### src/rtl/pc_update_unit.sv
// rtl/pc_update_unit.sv - program-counter sequencer with jump/branch redirect, busywait hold and saturating counters
module pc_update_unit #(
    parameter logic [31:0] RESET_PC = 32'h0000_0000,
    parameter int          CNT_W    = 16
) (
    input  logic             CLK,
    input  logic             RESET,
    input  logic             BUSYWAIT,
    input  logic             JUMP,
    input  logic             BRANCH,
    input  logic             ZERO,
    input  logic [31:0]      OFFSET,
    output logic [31:0]      PC,
    output logic [31:0]      PC_PLUS4,
    output logic             FETCH_VALID,
    output logic             REDIRECT,
    output logic [CNT_W-1:0] STALL_CNT,
    output logic [CNT_W-1:0] REDIR_CNT
);

    typedef enum logic [1:0] {
        IDLE,
        RUN,
        STALL
    } state_t;

    localparam logic [CNT_W-1:0] CNT_MAX = '1;

    state_t      state;
    state_t      state_next;
    logic [31:0] pc_next;
    logic [31:0] target;
    logic        taken;
    logic        stall_inc;
    logic        redir_inc;

    assign PC_PLUS4 = PC + 32'd4;
    assign target   = PC_PLUS4 + OFFSET;
    // JUMP and BRANCH share one target, so the OR already gives jump priority
    assign taken    = JUMP | (BRANCH & ZERO);

    always_comb begin
        state_next = state;
        pc_next    = PC;
        stall_inc  = 1'b0;
        redir_inc  = 1'b0;
        REDIRECT   = 1'b0;
        case (state)
            IDLE: begin
                state_next = RUN;
            end
            RUN, STALL: begin
                if (BUSYWAIT) begin
                    state_next = STALL;
                    stall_inc  = 1'b1;
                end else if (taken) begin
                    state_next = RUN;
                    pc_next    = target;
                    redir_inc  = 1'b1;
                    REDIRECT   = 1'b1;
                end else begin
                    state_next = RUN;
                    pc_next    = PC_PLUS4;
                end
            end
            default: begin
                state_next = IDLE;
            end
        endcase
    end

    always_ff @(posedge CLK) begin
        if (RESET) begin
            state       <= IDLE;
            PC          <= RESET_PC;
            FETCH_VALID <= 1'b0;
            STALL_CNT   <= '0;
            REDIR_CNT   <= '0;
        end else begin
            state <= state_next;
            PC    <= pc_next;
            if (state == IDLE) begin
                FETCH_VALID <= 1'b1;
            end
            if (stall_inc && (STALL_CNT != CNT_MAX)) begin
                STALL_CNT <= STALL_CNT + 1'b1;
            end
            if (redir_inc && (REDIR_CNT != CNT_MAX)) begin
                REDIR_CNT <= REDIR_CNT + 1'b1;
            end
        end
    end

endmodule

### config.mk
export PLATFORM = sky130hd
export DESIGN_NAME = pc_update_unit
export DESIGN_NICKNAME = d
export VERILOG_FILES = /design/src/rtl/pc_update_unit.sv
export SDC_FILE = /design/constraint.sdc
export NUM_CORES = 1
export LEC_CHECK = 0
export ABC_AREA = 1
export CAP_MARGIN = 20
export CORE_UTILIZATION = 30
export CTS_BUF_LIST = sky130_fd_sc_hd__clkbuf_8 sky130_fd_sc_hd__clkbuf_16
export DETAILED_ROUTE_END_ITERATION = 7
export PLACE_DENSITY_LB_ADDON = 0.3
export SYNTH_ARGS = -nofsm -noshare
export SYNTH_HDL_FRONTEND = slang
export SYNTH_SLANG_ARGS = --single-unit
### constraint.sdc
create_clock -name CLK -period 6.25 [get_ports CLK]
set_input_delay 1.25 -clock CLK [delete_from_list [all_inputs] [get_ports CLK]]
set_output_delay 1.25 -clock CLK [all_outputs]
set_load 0.05 [all_outputs]
==> metrics.csv <==
metric;value;unit
die-width;148.8;um
startpoint_type;primary input;
tritoncts;done;
p_total;0.001821;W
core-area;0.02109;mm^2
async_reset_ff_share;0;%
ys_types;43;
antenna_cells;0;
hold_class;reg2reg;
drc_errors;0;
clk_latency;0.34;ns
peakVddDrop;0.1076;mV
rsz0062_at_grt;false;
grt_max_degree;47;
yosysWarnings;0;
setup_viol;0;
first_iter_violations;541;
cts_buffer_depth;2;
r2r-start;PC[2]$_SDFFE_PP0P_;
setup-tns-final;0;ns
r2r_cells;15;
avgSynthCellArea;5.865;um^2
worstHoldStart;STALL_CNT[15]$_SDFFE_PP0P_;
final_util;39.68;%
timing.rr.end;PC[13]$_SDFFE_PP0P_;
start_util;30.65;%
timing.final.ws_setup;1.321;ns
globalplace.congestion;0.9011;
path_clk_slew;0.06;ns
cts_hold_buf;0;
dp_hpwl;17250;um
cpMaxStageDelayCell;clkdlybuf4s50_1;
grt_antenna_before_repair;0;
vias;7261;
slowest_delay;0.84;ns
critPathKind;in2out;
cp_max_fo;46;
antenna_left;0;
crit_required;5.00;ns
drive_gt1_share;5.425;%
period_needed;4.929;ns
pin_count;136;
crit_arrival;3.68;ns
grt_pass1_vias;6591;
powerDensity;217.7;mW/mm^2
netlist_area;0.006464;mm^2
status;finished clean;
ys_seq_area_share;20.75;%
hold_violations;0;
whs_endpoint;STALL_CNT[15]$_SDFFE_PP0P_;
numCtsBuffers;9;
synth_flop_cell;dfxtp_1;
max_slew.worst_pin.slew;0.9649;ns
htree_levels;3;
synth_seq_cells;67;
path_cells;clkdlybuf4s50_1, nor2_8, inv_2, nor2_4, clkdlybuf4s50_1;
cts_setup_buffers;0;
via_per_inst;4.809;
clock_skew;0.007983;ns
fin_nets;1312;
synth_nets;1184;
die_area;0.02214;mm^2
drv_slew;0;
slew_headroom;35.27;%
instances_no_fill;1510;
port_buffers;135;
routed_wl;21410;um
grt-ovfl-total;0;
die_h;148.8;um
end_kind;output port;
cts_sinks;67;
syn_inst;1102;
clock.fmax;0.2029;GHz
leakagePower;3.928;nW
wl_per_cell;14.18;um
drtPass1Iterations;5;
grt_pass1_wl;33920;um
nFillCells;2299;
max_cap_viol_count;0;
hold_depth;2;
synth-edff-count;0;
timing.final.crit_share;78.87;%
post_cts_resized;0;
path_common_cell;clkdlybuf4s50_1;
area_growth;29.46;%
ctsRootBufferMaster;clkbuf_16;
placed_cells;1494;
r2r_setup_slack;2.82;ns
placementRows;53;
place_ws;1.328;ns
grtUsageTotal;19.71;%
placed cells by master, fill, tap and decap left out, types with 19 or more instances in the layout:
master           count
nor2_1              91
nand3_1             87
o21ai_0             58
inv_1              173
dfxtp_1             67
clkdlybuf4s50_1    135
ha_1                43
nand2_1            339
nor3_1              19
a21oi_1             78
state kept, by name (all words and copies together), names as in the netlist:
register and flops:
FETCH_VALID 1, state 2, STALL_CNT 16, PC 32, REDIR_CNT 16
metal layers:
layer	track usage, %	wire [um]
met1	25.96	9816
met2	32.08	9594
met3	3.180	1283
met4	7.704	716
met5	0	0
critical path: cells and delay by family:
kind | cells | cell delay (ns)
buffers and inverters | 3 | 1.63
and+or+nand+nor | 2 | 0.78
Yosys cell counts (all sizes together) (9+ instances only):
| library cell | n | area share (%) |
|---|---|---|
| a31oi | 9 | 0.87 |
| clkbuf | 12 | 0.85 |
| nand2 | 351 | 21 |
| xor2 | 16 | 2.2 |
| nand3 | 88 | 6.9 |
| nor3 | 22 | 2.0 |
| ha | 43 | 8.3 |
| nand4 | 17 | 1.6 |
| a21oi | 83 | 6.7 |
| nor2 | 105 | 7.7 |
| dfxtp | 67 | 21 |
| inv | 176 | 10 |
| o21ai | 60 | 4.7 |
kinds of logic (layout without fill, tap and decap cells):
family,count (synthesis),count (layout),share of synthesized area [%]
buffers and inverters,198,331,12.06
adders and majority gates,44,44,8.633
AOI/OAI and AO/OA,164,164,13.63
and+or+nand+nor,606,606,41.70
DFF,67,67,20.75
xor gates and xnor gates,23,23,3.233
power breakdown:
| part | switching, W | internal, W | total, W |
|---|---|---|---|
| registers | 0.0000497 | 0.000457 | 0.000506 |
| clock network | 0.000206 | 0.000312 | 0.000519 |
| logic | 0.000537 | 0.000260 | 0.000797 |
metrics by stage:
step / hold WS, ns / area (um^2)
floorplan: 0.5299 / 6464
global route: 0.5028 / 8368
finish: 0.4838 / 8368
CTS: 0.4871 / 8368
detailed placement: 0.4735 / 8066
global placement: 0.4720 / 8066
worst max-delay path by stage:
stage | startpoint | end | slack, ns | cells after the start
CTS | BUSYWAIT | REDIRECT | 1.32 | 5
detailed placement | BUSYWAIT | REDIRECT | 1.33 | 5
global placement | BUSYWAIT | REDIRECT | 1.38 | 5
global route | BUSYWAIT | REDIRECT | 1.15 | 5
floorplan | PC[2]$_SDFFE_PP0P_ | PC[13]$_SDFFE_PP0P_ | 2.55 | 15
finish | BUSYWAIT | REDIRECT | 1.32 | 5
area by class of cell:
class                           count  area [um^2]  share of cell area [%]
Tap cell                          275        344.1                   4.112
Timing Repair Buffer              137         1366                   16.33
Clock buffer                        9        225.2                   2.691
Clock inverter                      7        76.32                  0.9121
Inverter                          178        668.1                   7.984
Sequential cell                    67         1341                   16.03
Multi-Input combinational cell    837         4347                   51.94
(Power assumes the default switching activity.)
==> RTL edit 1, RTL diff (config.mk and constraints unchanged) <==
Put one more register stage on the output `REDIR_CNT`, cleared by the reset. The value now appears one clock later. The other outputs are not delayed to match.
--- a/src/rtl/pc_update_unit.sv
+++ b/src/rtl/pc_update_unit.sv
@@ -25,6 +25,8 @@
     } state_t;
 
     localparam logic [CNT_W-1:0] CNT_MAX = '1;
+
+    logic [CNT_W-1:0] REDIR_CNT_s0;
 
     state_t      state;
     state_t      state_next;
@@ -75,7 +77,7 @@
             PC          <= RESET_PC;
             FETCH_VALID <= 1'b0;
             STALL_CNT   <= '0;
-            REDIR_CNT   <= '0;
+            REDIR_CNT_s0 <= '0;
         end else begin
             state <= state_next;
             PC    <= pc_next;
@@ -85,9 +87,17 @@
             if (stall_inc && (STALL_CNT != CNT_MAX)) begin
                 STALL_CNT <= STALL_CNT + 1'b1;
             end
-            if (redir_inc && (REDIR_CNT != CNT_MAX)) begin
-                REDIR_CNT <= REDIR_CNT + 1'b1;
+            if (redir_inc && (REDIR_CNT_s0 != CNT_MAX)) begin
+                REDIR_CNT_s0 <= REDIR_CNT_s0 + 1'b1;
             end
+        end
+    end
+
+    always_ff @(posedge CLK) begin
+        if (RESET) begin
+            REDIR_CNT <= '0;
+        end else begin
+            REDIR_CNT <= REDIR_CNT_s0;
         end
     end
 
Behaviour: not the same (a bounded check fails within 4 cycles, from zero or initial values and one cycle with RESET high).
==> RTL edit 1 against the original RTL <==
Count of clock-buffer cells in the layout unchanged. Setup slack better by 0.095 ns. Final area up 4.5%. Sequential cell count up 16. Synthesized area up 5.8%. Routed wire length up 1.7%. Die area up 5.7%. Critical path depth up 1. Cell count up 3.4%. Power up 4.1%. Via count up 2.5%. Core utilization down 0.12 points. Largest cell class unchanged. Largest power group unchanged.
==> RTL edit 1: results (changes against the original RTL) <==
* Final GP Congestion at 0.969 (+7.5%)
* Relative slew margins at 0.546 (+0.193)
* DPL Wire Length at 17600 um (+2.2%)
* Hold Startpoint: REDIR_CNT_s0[13]$_SDFFE_PP0P_
* Worst hold endpoint: REDIR_CNT[13]$_SDFF_PP0_
* Post-Layout Cell Count at 1561 (+3.4%)
* VDD IR-drop max at 0.109 mV (+1.2%)
* Number of global-route vias before repair at 6761 (+2.6%)
* Fin Clk Skew at 0.0112 ns (+0.00320 ns)
* Commonest cells in the netlist: nand2_1 (334), inv_1 (180), nor2_1 (125)
* Iteration-0 DRC count of the detailed router at 514 (-5.0%)
* Async SR Flop Fraction at 0 (unchanged)
* Leak Pwr at 0.00409 uW (+4.3%)
* Via count at 7441 (+2.5%)
* Mean post-synth cell area at 5.95 um2 (+1.5%)
* Hold WS at 0.456 ns (-0.0280 ns)
* GRT Util Overall at 0.187 (-0.0100)
* Worst-path maximum fanout at 46 (unchanged)
* RR Endpoint: PC[27]$_SDFFE_PP0P_
* Reg2Reg Depth at 18 (+3)
* Critical path's largest stage delay at 0.83 ns
* Ranking of synthesized cells by area: dfxtp_1 (24%), nand2_1 (18%), inv_1 (9.9%), ha_1 (7.9%), nor2_1 (6.9%)
* Placed cells at 1545 (+3.4%)
* First-pass GRT wire length at 35000 um (+3.2%)
* Syn nets at 1231 (+4.0%)
* Status: completed
* Arr. time, crit path at 3.58 ns (-0.10 ns)
* Nets at 1358 (+3.5%)
* R2R setup slack at 2.84 ns (+0.02 ns)
* Share of layout cells above drive strength 1 at 0.0437 (-0.0105)
* DRT Wirelength at 21800 um (+1.7%)
* Fill count at 2358 (+2.6%)
==> RTL edit 1: changes by cell type after synthesis, moves of 5 or more <==
cell,change
a21oi_1,+6
nand4_1,-7
nor2_4,-5
o21ai_0,+5
nand2_1,-5
inv_1,+7
nor2_1,+34
nand3_1,-9
dfxtp_1,+16
clkbuf_1,+6
==> RTL edit 1: final cells by class <==
type / instances / share of cell area
Tap cell: 280 / 0.0401
Timing Repair Buffer: 140 / 0.159
Sequential cell: 83 / 0.190
Multi-Input combinational cell: 856 / 0.499
Clock inverter: 7 / 0.00616
Inverter: 186 / 0.0800
Clock buffer: 9 / 0.0258
==> RTL edit 1: layer usage <==
layer  vias up  share of wire  global-route usage
met2       237           0.42               0.296
met4         0          0.017              0.0418
met3        19          0.069              0.0369
li1       3896              -                   -
met1      3289           0.49               0.261
met5         -              0                   0
==> RTL edit 1: worst max-delay path by stage <==
stage                     slack, ns  depth (start not counted)                   to          startpoint
after global routing           1.28                          6             REDIRECT            BUSYWAIT
final                          1.42                          6             REDIRECT            BUSYWAIT
after global placement         1.46                          6             REDIRECT            BUSYWAIT
after CTS                      1.40                          6             REDIRECT            BUSYWAIT
after detailed placement       1.41                          6             REDIRECT            BUSYWAIT
after floorplan                2.53                         18  PC[27]$_SDFFE_PP0P_  PC[2]$_SDFFE_PP0P_
==> RTL edit 1: where the power goes <==
group / leakage, uW / total, uW / switching (uW) / internal (uW)
Clock: 0.000133 / 500 / 228 / 272
Combinational: 0.00329 / 792 / 535 / 257
Sequential: 0.000675 / 604 / 45.3 / 559
==> RTL edit 1: worst register-to-register path, cell delays in order, from the launching register on <==
cell	delay, ns
dfxtp_1	0.41
ha_1	0.27
nand2_2	0.11
nor2_2	0.30
inv_1	0.09
nor2_2	0.23
xor2_1	0.38
ha_1	0.37
nand2_1	0.16
inv_1	0.05
nand2_1	0.06
nand2_1	0.08
a21oi_1	0.22
nor2_1	0.11
nor2_1	0.14
nand2_1	0.06
nand2_1	0.06
nand3_1	0.09
a21oi_1	0.15
==> RTL edit 1: logic make-up after synthesis <==
kind of cell             count (synthesis)  synth area share
AND/OR/NAND/NOR                        610             0.384
flip-flops                              83             0.243
AO/OA/AOI/OAI                          175             0.136
adder cells (fa/ha/maj)                 44            0.0816
XOR/XNOR                                27            0.0357
buffers and inverters                  210             0.119
==> RTL edit 1: stage by stage <==
step	instance area [um2]	setup slack [ns]	utilization
2_1_floorplan	6840	2.53	-
3_3_place_gp	8460	1.46	0.383
3_5_place_dp	8460	1.41	0.383
4_1_cts	8740	1.40	0.396
5_1_grt	8740	1.28	0.396
6_report	8740	1.42	0.396
==> RTL edit 2, RTL diff (config.mk and constraints unchanged) <==
Without the edit above. Set the parameter `CNT_W` to 20 (it was 16).
--- a/src/rtl/pc_update_unit.sv
+++ b/src/rtl/pc_update_unit.sv
@@ -1,7 +1,7 @@
 // rtl/pc_update_unit.sv - program-counter sequencer with jump/branch redirect, busywait hold and saturating counters
 module pc_update_unit #(
     parameter logic [31:0] RESET_PC = 32'h0000_0000,
-    parameter int          CNT_W    = 16
+    parameter int          CNT_W    = 20
 ) (
     input  logic             CLK,
     input  logic             RESET,
Interface: changed (resized REDIR_CNT and STALL_CNT); port bits go from 136 to 144. No check against the original RTL was run, so the function may have changed too.
==> RTL edit 2 against the original RTL <==
Final area rose by 8.9%. Clock power fell by 4%. Sequential power rose by 10%. Routed wire length rose by 11%. Synthesized area rose by 9.9%. Setup slack improved by 0.12 ns. Power rose by 2.7%. Cell count rose by 10%. Register-to-register slack got worse by 0.03 ns. First-iteration DRC count fell by 0.55%. Sequential cell count rose by 8. Core utilization rose by 0.078 points. Clock skew rose by 0.0012 ns. Die area rose by 9.8%.
==> RTL edit 2: results (changes against the original RTL) <==
* Status: completed
* Worst slew pin tran at 0.877 ns (-0.0880 ns)
* Clock power frac at 0.267 (-0.018)
* Routed wire per std cell at 14.3 um (+0.91%)
* Leak Pwr at 0.00405 uW (+3.0%)
* Share of layout cells above drive strength 1 at 0.0659 (+0.0117)
* Sw Pwr at 830 uW (+4.7%)
* First-pass GRT wire length at 37800 um (+11%)
* Final GP Congestion at 0.918 (+1.8%)
* Fin Clk Skew at 0.00920 ns (+0.00122 ns)
* Via count at 7900 (+8.8%)
* Number of global-route vias before repair at 7260 (+10%)
* Nets at 1427 (+8.8%)
* GRT Util Overall at 0.199 (+0.00234)
* Ranking of synthesized cells by area: nand2_1 (21%), dfxtp_1 (21%), inv_1 (8.7%), ha_1 (7.6%), a21oi_1 (5.8%)
* Met3 wire length at 1590 um (+24%)
* VDD IR-drop max at 0.135 mV (+26%)
* Worst min path class: register to register
* Arr. time, crit path at 3.56 ns (-0.12 ns)
* Worst-path maximum fanout at 48 (+4.3%)
* Setup slack after placement at 1.43 ns (+0.106 ns)
* Largest net degree at the start of global routing at 49 (+4.3%)
* Combinational share of power at 0.435 (-0.002)
* Register area at 1500 um2 (+12%)
* Sequential area share after synthesis at 0.211 (+0.00379)
* Syn nets at 1294 (+9.3%)
* Detail Route met2 WL at 10400 um (+8.4%)
* M1 WL at 11400 um (+16%)
* Complex-gate fraction of the synthesized area at 0.128 (-0.00861)
* Placed Area at 8830 um2 (+9.5%)
* Adder-cell share of the synthesized area at 0.0785 (-0.00780)
* Core Box Area at 22900 um2 (+8.7%)
* Biggest registers after layout: PC: 32 flops, REDIR_CNT: 20 flops, STALL_CNT: 20 flops
* Commonest cells in the netlist: nand2_1 (405), inv_1 (164), nor2_1 (108)
* IO buf count at 143 (+5.9%)
* Iteration-0 DRC count of the detailed router at 538 (-0.55%)
## RTL edit 2: final timing paths
kind	from	end	slack, ns	cells after the start
setup / recovery	BUSYWAIT	REDIRECT	1.44	6
hold / removal	STALL_CNT[4]$_SDFFE_PP0P_	STALL_CNT[4]$_SDFFE_PP0P_	0.48	2
setup reg to reg	PC[2]$_SDFFE_PP0P_	PC[29]$_SDFFE_PP0P_	2.79	20
hold reg to reg	STALL_CNT[4]$_SDFFE_PP0P_	STALL_CNT[4]$_SDFFE_PP0P_	0.48	2
## RTL edit 2: area by class of cell
type                    instances  share of cell area
multi-input cells             934               0.528
flip-flops and latches         75               0.165
clock inverters                 7             0.00563
clock buffers                   9              0.0247
repair buffers                147               0.160
inverters                     178              0.0736
well taps                     313              0.0430
## RTL edit 2: routing by layer
layer  track usage  vias up
li1              -     4117
met1         0.269     3520
met2         0.321      240
met3        0.0450       23
met4        0.0472        0
met5             0        -
